## config.mk

```make
export PLATFORM = sky130hd
export DESIGN_NAME = uart_tx_dp
export DESIGN_NICKNAME = d
export VERILOG_FILES = /design/src/rtl/uart_tx_dp.sv
export SDC_FILE = /design/constraint.sdc
export NUM_CORES = 1
export LEC_CHECK = 0
export ABC_AREA = 1
export CORE_MARGIN = 2
export CORE_UTILIZATION = 47
export DETAILED_ROUTE_END_ITERATION = 8
export GPL_TIMING_DRIVEN = 0
export PLACE_DENSITY_LB_ADDON = 0.12
export REMOVE_ABC_BUFFERS = 1
export SKIP_CTS_REPAIR_TIMING = 1
export SLEW_MARGIN = 20
export SYNTH_ARGS = -nofsm -noshare
export SYNTH_HDL_FRONTEND = slang
export SYNTH_SLANG_ARGS = --single-unit
```

## constraint.sdc

```tcl
create_clock -name clk -period 2.2 [get_ports clk]
set_input_delay 0.22 -clock clk [delete_from_list [all_inputs] [get_ports clk]]
set_output_delay 0.22 -clock clk [all_outputs]
set_load 0.1 [all_outputs]
```

## src/rtl/uart_tx_dp.sv

```systemverilog
// Purpose: UART TX datapath (bit index register, baud divider, byte capture, serial line) under tx_cp.
// Latency: bit_cnto registers bit_cntn in 1 cycle; tx lags bit_cnto by 1 cycle; baud_clk/busy/done are decodes.
// Backpressure: none; tx_cp paces the frame through tx_en/bit_cntn and aborts by dropping tx_en.
//
// Ports:
//   clk       system clock, rising edge
//   rst       synchronous reset, active low
//   baud      clock cycles per bit (20 bits)
//   din       byte to transmit, sampled at the start of a frame
//   tx_en     frame in progress (from tx_cp)
//   bit_cntn  next bit index (from tx_cp)
//   bit_cnto  registered bit index (to tx_cp)
//   baud_clk  one-cycle bit-boundary tick (to tx_cp)
//   tx        registered serial line, idles high
//   busy      frame in progress (= tx_en)
//   done      bit index reached 10, frame complete
module uart_tx_dp (
  input  logic        clk,
  input  logic        rst,
  input  logic [19:0] baud,
  input  logic [7:0]  din,
  input  logic        tx_en,
  input  logic [9:0]  bit_cntn,
  output logic [9:0]  bit_cnto,
  output logic        baud_clk,
  output logic        tx,
  output logic        busy,
  output logic        done
);

  logic [19:0] baud_cnt;
  logic [19:0] baud_m1;
  logic        bit_end;
  logic [7:0]  din_q;
  logic [2:0]  data_idx;
  logic        tx_nxt;

  // baud < 15 never reaches here with tx_en high, so the wrap of baud-1 is harmless.
  assign baud_m1  = baud - 20'd1;
  // >= rather than == so a mid-frame baud decrease costs at most one short bit.
  assign bit_end  = (baud_cnt >= baud_m1);
  assign baud_clk = tx_en & bit_end;

  assign busy = tx_en;
  assign done = (bit_cnto == 10'd10);

  // Data bit for bit index 1..8 is din_q[index-1]; index 8 wraps to 7 in 3 bits.
  assign data_idx = bit_cnto[2:0] - 3'd1;

  always_comb begin
    tx_nxt = 1'b1;
    if (tx_en) begin
      if (bit_cnto == 10'd0) begin
        tx_nxt = 1'b0;
      end else if (bit_cnto <= 10'd8) begin
        tx_nxt = din_q[data_idx];
      end
    end
  end

  always_ff @(posedge clk) begin
    if (!rst) begin
      bit_cnto <= 10'd0;
      baud_cnt <= 20'd0;
      din_q    <= 8'h00;
      tx       <= 1'b1;
    end else begin
      bit_cnto <= bit_cntn;

      if (!tx_en || bit_end) begin
        baud_cnt <= 20'd0;
      end else begin
        baud_cnt <= baud_cnt + 20'd1;
      end

      // Tracks din while idle; the last sample is taken on the edge ending frame cycle 0.
      if (bit_cnto == 10'd0 && baud_cnt == 20'd0) begin
        din_q <= din;
      end

      tx <= tx_nxt;
    end
  end

endmodule

```

# [Word-level counts from Yosys, hierarchy flattened]
# Index checks and enable logic that the tools add are counted.
[classes] n_addsub=3 n_mul=0 div_mod_pow=0 n_lt_le_gt_ge=3 n_eq_ne=1 shifts=0 n_mux=4 bitwise=2 n_reduce_logical=7
[op_table] operator="adder 20 x 1 -> 20 bit, second input constant" n=1
[op_table] operator="greater-or-equal comparator 20 bit" n=1
[op_table] operator="logical NOT 20 bit" n=1
[op_table] operator="subtractor 20 x 1 -> 20 bit, second input constant" n=1
[op_table] operator="== test 10 x 4 -> 1 bit, second input constant" n=1
[op_table] operator="less-or-equal comparator 10 x 4 -> 1 bit, second input constant" n=1
[op_table] operator="logical NOT 10 bit" n=1
[op_table] operator="< comparator 3 x 4 -> 1 bit, second input constant" n=1
[op_table] operator="binary-select mux 1 bit (select 3 bit)" n=1
[op_table] operator="two-way mux 1 bit" n=3
[op_table] operator="subtractor 3 x 1 -> 3 bit, second input constant" n=1
[op_table] operator="AND reduction 2 bit" n=1
[op_table] operator="OR reduction 2 bit" n=1
[op_table] operator="bitwise AND 1 bit" n=1
[op_table] operator="logical AND 1 bit" n=1
[op_table] operator="logical NOT 1 bit" n=1
[op_table] operator="logical OR 1 bit" n=1
[op_table] operator="inverter 1 bit" n=1
[word_totals] regBits=39 latch_bits=0 ramBits=0 rom_bits=0 input_bits=41 out_inout_bits=14 elab_cells=24 memories=0

# [Depth between registers and ports, before layout]
# Gate-level depths: netlist of the first run.
[logic_depth] word_depth=5 depth_mapped=20 mapped_depth_nobuf=20

# [Worst setup path after synthesis of the first run]
# No wires, ideal clock.
[synth_timing] path_type="reg-to-output" start="register bit_cnto[1]" end="output port done" t_arrival_ns=2.603 setup_slack_ns=-0.623 path_stages_with_launch=4 cell_sequence="dfxtp_1 -> ha_1 -> nand3_1 -> nor2_1"
[synth_via] elab_chain_len=1
[synth_rtl] item="start, declared" line="24" rtl="output logic [9:0] bit_cnto,"
[synth_rtl] item="start signal, assigned" line="68" rtl="bit_cnto <= bit_cntn;"
[synth_rtl] item="== test 10 x 4 -> 1 bit" line="45" rtl="assign done = (bit_cnto == 10'd10);"
[synth_rtl] item="end, declared" line="28" rtl="output logic done"
# Every way passes these cells.

# [Worst setup path after layout of the first run]
[layout_timing] start="input port baud[3]" end="output port baud_clk"
[layout_via] elab_chain_len=3
[layout_rtl] item="start, declared" line="20" rtl="input logic [19:0] baud,"
[layout_rtl] item="subtractor 20 x 1 -> 20 bit" line="39" rtl="assign baud_m1 = baud - 20'd1;"
[layout_rtl] item="greater-or-equal comparator 20 bit" line="41" rtl="assign bit_end = (baud_cnt >= baud_m1);"
[layout_rtl] item="bitwise AND 1 bit" line="42" rtl="assign baud_clk = tx_en & bit_end;"
[layout_rtl] item="end, declared" line="25" rtl="output logic baud_clk,"
# Every way passes these cells.

==> results of run 1 <==
[tightest hold or removal path, cell delays in order]
cell	delay, ps
clkdlybuf4s50_1	390
nand2_1	60
inv_1	30
[cell families (layout without fill, tap and decap cells)]
group	count (synthesis)	after routing
buffers and inverters	85	147
xor gates and xnor gates	33	33
adders and majority gates	25	25
and+or+nand+nor	243	243
DFF	39	39
AOI/OAI and AO/OA	12	12
[routing by layer]
layer / wire length (µm) / up-vias / GRT usage, %
met2: 3153 / 53 / 35.08
li1: - / 1452 / -
met5: 0 / - / 0
met4: 55 / 0 / 3.559
met3: 365 / 9 / 5.824
met1: 2788 / 1227 / 23.13
[path summary, 6_finish.rpt]
| kind | endpoint | startpoint | slack (ps) | depth (start not counted) |
|---|---|---|---|---|
| worst max-delay path | baud_clk | baud[3] | -480 | 20 |
| worst max register to register | baud_cnt[17] | baud_cnt[0] | 220 | 13 |
| worst min register to register | din_q[5] | din_q[5] | 510 | 4 |
| worst min-delay path | bit_cnto[0] | bit_cntn[0] | 440 | 3 |
[stage by stage]
step	utilization (%)	total power [W]	instance area, µm²	TNS [ps]
3_5_place_dp	58.19	0.001087	3405	-28850
6_report	65.68	0.001844	3842	-3819
3_3_place_gp	58.19	0.001083	3405	-29360
5_1_grt	65.68	0.001925	3842	-8033
2_1_floorplan	-	0.0009440	2770	-6985
4_1_cts	60.59	0.001833	3545	-23250
[cells in the mapped netlist]
cell type / number / share of area, %
nand3_2: 2 / 0.71
ha_1: 25 / 11
nor3_2: 3 / 1.1
buf_6: 2 / 0.80
xnor2_1: 9 / 2.8
o211ai_1: 1 / 0.27
a21oi_1: 5 / 0.89
nor2_1: 84 / 11
inv_1: 79 / 11
nor2_4: 1 / 0.40
xor2_1: 24 / 7.5
clkbuf_1: 1 / 0.13
nor4_1: 1 / 0.22
nand2_1: 112 / 15
nor3_1: 6 / 1.1
nor3b_1: 1 / 0.27
nand3b_1: 1 / 0.27
nor2_2: 5 / 1.1
buf_4: 3 / 0.80
a211oi_1: 2 / 0.53
dfxtp_1: 39 / 28
o21ai_0: 4 / 0.71
nand3_1: 20 / 3.6
nand4_1: 7 / 1.6
[final cells by class]
type                       instances  share of cell area, %
sequential                        39                  20.32
timing repair buffer              60                  16.54
clock buffer                       5                  1.791
multi-input combinational        313                  49.07
inverter                          79                  7.978
tap                               75                  2.442
clock inverter                     3                  1.856
[sequential cells by signal, indices dropped and copies added (netlist names)]
signal	flops
din_q	8
baud_cnt	20
bit_cnto	10
tx	1
[power by group through the flow]
stage	registers (W)	logic (W)	clock network, W
after floorplan	0.000825	0.000119	0
after global placement	0.000753	0.000330	0
after detailed placement	0.000754	0.000333	0
after CTS	0.000738	0.000337	0.000758
after global routing	0.000740	0.000401	0.000784
final	0.000737	0.000367	0.000739
==> flow_summary.toml, run 1 <==
[yosys]
synth_xor_area_share_pct = 10.25
synth.area.mux_share_pct = 0
syn-cell-area_um2 = 2819
synth_simple_gate_area_share_pct = 36.31
synth-compound-area-share_pct = 2.397
synthCells = 437
ys_seq_area_share_pct = 27.70
avgSynthCellArea_um2 = 6.451
ys_types = 24
synth_top_family_by_area = "simple AND/OR/NAND/NOR gates"
yosys_warnings = 0
ys_ff_latch = 39
synthAdderAreaFrac_pct = 11.10

[cells_and_area]
layout-drive-gt1-share_pct = 15.63
final_cell_mix = "104 x nand2_1, 72 x inv_1, 67 x nor2_1, 39 x dfxtp_1, 32 x clkdlybuf4s50_1"
fillers = 536
stdcell_count = 574
final_common_cell = "nand2_1"
multiInputGateArea_um2 = 1886
nets = 564
n_antenna_cell = 0
regArea_um2 = 780.7
syn_to_final_growth_pct = 36.31

[floorplanning]
ios = 55
dieArea_um2 = 6633
core-area_um2 = 5851
row_count = 28
start_util_pct = 48.18
die_h_um = 81.45
fp.dieW_um = 81.45

[clocking]
cts_made_buffers = 5
insertion_delay_ps = 300
h-tree-depth = 2
root_buffer = "clkbuf_8"
path_clk_slew_ps = 90
cts_buffer_depth = 2
cts_sinks = 39
cts_tree = "done"

[routing]
ant_nets = 0
drt_iter0_markers = 80
drc = 0
dr_total_vias = 2741
avgRoutedWirePerCell_um = 11.09
vias_per_cell = 4.775
wl_um = 6363
drt_first_pass_iters = 4

[timing]
rsz0062_at_grt = "true"
tightest_slew_ps = 982.7
period_minus_slack_ps = 2676
finalCritPeriodShare_pct = 121.6
whs_ps = 440.2
hold_viol_final = 0
maxSlewViolCount = 0
max_freq_ghz = 0.3737
clock_skew_ps = 8.540
setup_violations = 21
setup_ws_ps = -475.8
slew_headroom_pct = 34.28

[pwr]
pwr-share-comb_pct = 19.9
ir_drop_mv = 0.3637
cellPowerDensity_nw_per_um2 = 479.8
p_sw_w = 0.0005106
clkPwrFrac_pct = 40.1
p_leak_nw = 1.852
seqPwrFrac_pct = 40.0
sw_frac_of_total_pct = 27.69
internal-power_w = 0.001333

[global_routing]
grt-ovfl-total = 0
grt_max_degree = 21
grt_pass1_wl_um = 10050
track_usage_pct = 19.55
antenna_found_initial = 0
grt_pass1_vias = 2390

[place]
post-place-cells = 560
port_buffers = 54
dp_hpwl_um = 4900
preCtsSetupSlack_ps = -1960
routabilityCongestion = 0.8447

[worst_setup_path]
path_delay_family = "simple AND/OR/NAND/NOR gates"
cp.required_ps = 1980
critPathBufInv = 3
crit_path_start_kind = "input port"
worstPathCellList = "buf_8 > nor2_4 > nand2_1 > nor2_2 > nand2_2 > nor2_4 > nand3_2 > xor2_1 > ha_1 > nand2_1 > nor2_2 > nand2_2 > nor2_1 > nand2_1 > nand2_2 > nor2_4 > nand2_1 > nand2_1 > inv_2 > buf_12"
cp_slowest_stage_delay_ps = 300
cp_max_fo = 3
cpMostUsedCell = "nand2_1"
cpMaxStageDelayCell = "ha_1"
worstSetupEndpointType = "output pin"
critPathArrivalTime_ps = 2460
worstSetupPathType = "in2out"

[run_status]
violations = "setup timing"
status = "finished, violations left"

[hold_path]
hold_path.class = "in2reg"

[flow_run]
drv_cap = 0
No activity file was read; power rests on OpenSTA's default activity.
==> run 2, diff against run 1 <==
PLACE_DENSITY = 0.76   (was unset)
PLACE_DENSITY_LB_ADDON = unset   (was 0.12)
==> run 2 against run 1 <==
The flow still finishes with violations (setup timing). Total power down 12%. First-iteration DRC count up 2.5%. Cell area down 1.6%. Setup slack about the same. Sequential power about the same. Via count down 0.55%. Die area unchanged. Combinational power about the same. Critical endpoint unchanged. Utilization down 1.0 points. Highest routed layer unchanged.
==> flow_summary.toml, run 2 (synthesized netlist as in run 1, its figures left out) <==
[cells_and_area]
top_regs = "baud_cnt (20), bit_cnto (10), din_q (8)"
largest_register_ffs = 20
n_antenna_cell = 0
fillers = 518
design_area_um2 = 3781
largest-register = "baud_cnt"
final_common_cell = "nand2_1"
nets = 563
layout-drive-gt1-share_pct = 15.66
syn_to_final_growth_pct = 34.13
final_cell_mix = "106 x nand2_1, 71 x inv_1, 66 x nor2_1, 39 x dfxtp_1, 32 x clkdlybuf4s50_1"
stdcell_count = 573
utilization_pct = 64.63

[routing]
avgRoutedWirePerCell_um = 11.17
ant_nets = 0
drt_first_pass_iters = 4
vias_per_cell = 4.757
drc = 0
drt_iter0_markers = 82
wl_um = 6400
dr_total_vias = 2726

[hold_path]
min_to = "bit_cnto[4]"
min_path_cells = 3
hold_path.class = "in2reg"
min_from = "bit_cntn[4]"

[timing]
hold_viol_final = 0
max_freq_ghz = 0.3737
setup_violations = 21
tightest_slew_ps = 997.2
setup_ws_ps = -475.7
clock_skew_ps = 11.14
finalCritPeriodShare_pct = 121.6
maxSlewViolCount = 0
slew_headroom_pct = 33.31
period_minus_slack_ps = 2676
rsz0062_at_grt = "true"

[worst_setup_path]
reg2reg_slack_ps = 270
timing.rr.end = "baud_cnt[10]"
ff2ff_path_depth = 10
r2r_start = "baud_cnt[15]"
crit_path_start_kind = "input port"
critPathArrivalTime_ps = 2460
worstSetupPathType = "in2out"
cp_max_fo = 3
worstSetupEndpointType = "output pin"
cp.required_ps = 1980

[global_routing]
grt_pass1_vias = 2363
use_met2_pct = 31.80
track_usage_pct = 19.17
grt_max_degree = 21
use_met1_pct = 24.66
grt-ovfl-total = 0
antenna_found_initial = 0
met3_usage_pct = 5.495
grt_pass1_wl_um = 9942
grt_most_used_layer = "met2"

[flow_run]
drv_cap = 0

[clocking]
cts_made_buffers = 5
root_buffer = "clkbuf_8"
cts_buffer_depth = 2
h-tree-depth = 2
cts_sinks = 39
insertion_delay_ps = 290
cts_tree = "done"
path_clk_slew_ps = 80

[pwr]
p_leak_nw = 1.818
ir_drop_mv = 0.4875
power_w = 0.001614
cellPowerDensity_nw_per_um2 = 427.0

[place]
port_buffers = 54
dp_hpwl_um = 4863
routabilityCongestion = 0.8860
preCtsSetupSlack_ps = -2042
place_area_um2 = 3405
post-place-cells = 560

[floorplanning]
die_h_um = 81.45
start_util_pct = 48.18
row_count = 28
fp.dieW_um = 81.45
ios = 55
dieArea_um2 = 6633
core-area_um2 = 5851

[run_status]
violations = "setup timing"
status = "finished, violations left"
run 2: power by group:
part | leakage [nW] | switching [W] | total (W) | internal [W]
clock network | 0.0474 | 0.000258 | 0.000513 | 0.000256
logic | 1.45 | 0.000218 | 0.000364 | 0.000147
registers | 0.318 | 0.0000134 | 0.000737 | 0.000723
total | 1.82 | 0.000489 | 0.00161 | 0.00113
run 2: worst max-delay path, stage by stage:
cell and delay (ps):
dlymetal6s2s_1 180, nor2_2 200, nand4_1 130, nand3b_1 190
xnor2_1 210, inv_1 100, ha_4 280, nand2_1 60
nor2_2 120, nand2_2 120, nor2_2 110, nand2_1 70
nand2_2 80, nor2_4 40, nand2_1 50, nand2_1 60
inv_2 70, buf_12 170
run 2: layout make-up:
cell class / count / area (µm²) / share of cell area, %
Multi-Input combinational cell: 313 / 1883 / 49.80
Clock inverter: 2 / 16.27 / 0.4302
Inverter: 79 / 304.0 / 8.041
Sequential cell: 39 / 780.7 / 20.65
Clock buffer: 6 / 82.58 / 2.184
Tap cell: 75 / 93.84 / 2.482
Timing Repair Buffer: 59 / 620.6 / 16.41
run 2: worst max-delay path by stage:
stage,start,endpoint,slack (ps),cells past startpoint
after floorplan,bit_cnto[1],done,-620,3
after CTS,baud[0],baud_clk,-2060,20
after detailed placement,baud[0],baud_clk,-2040,20
final,baud[13],baud_clk,-480,18
after global placement,baud[0],baud_clk,-1950,20
after global routing,baud[5],baud_clk,-650,18
run 2: metal layers:
metal / up-vias / wire (µm) / part of all wire [%]
li1: 1444 / - / -
met2: 66 / 3088 / 48
met4: 0 / 114 / 1.8
met1: 1205 / 2771 / 43
met5: - / 0 / 0
met3: 11 / 425 / 6.6
run 2: per-stage QoR:
stage	setup TNS [ps]	hold slack, ps
finish	-3760	442.8
global route	-9101	466.3
floorplan	-6985	313.5
CTS	-24450	435.7
global placement	-29200	496.9
detailed placement	-29840	501.7
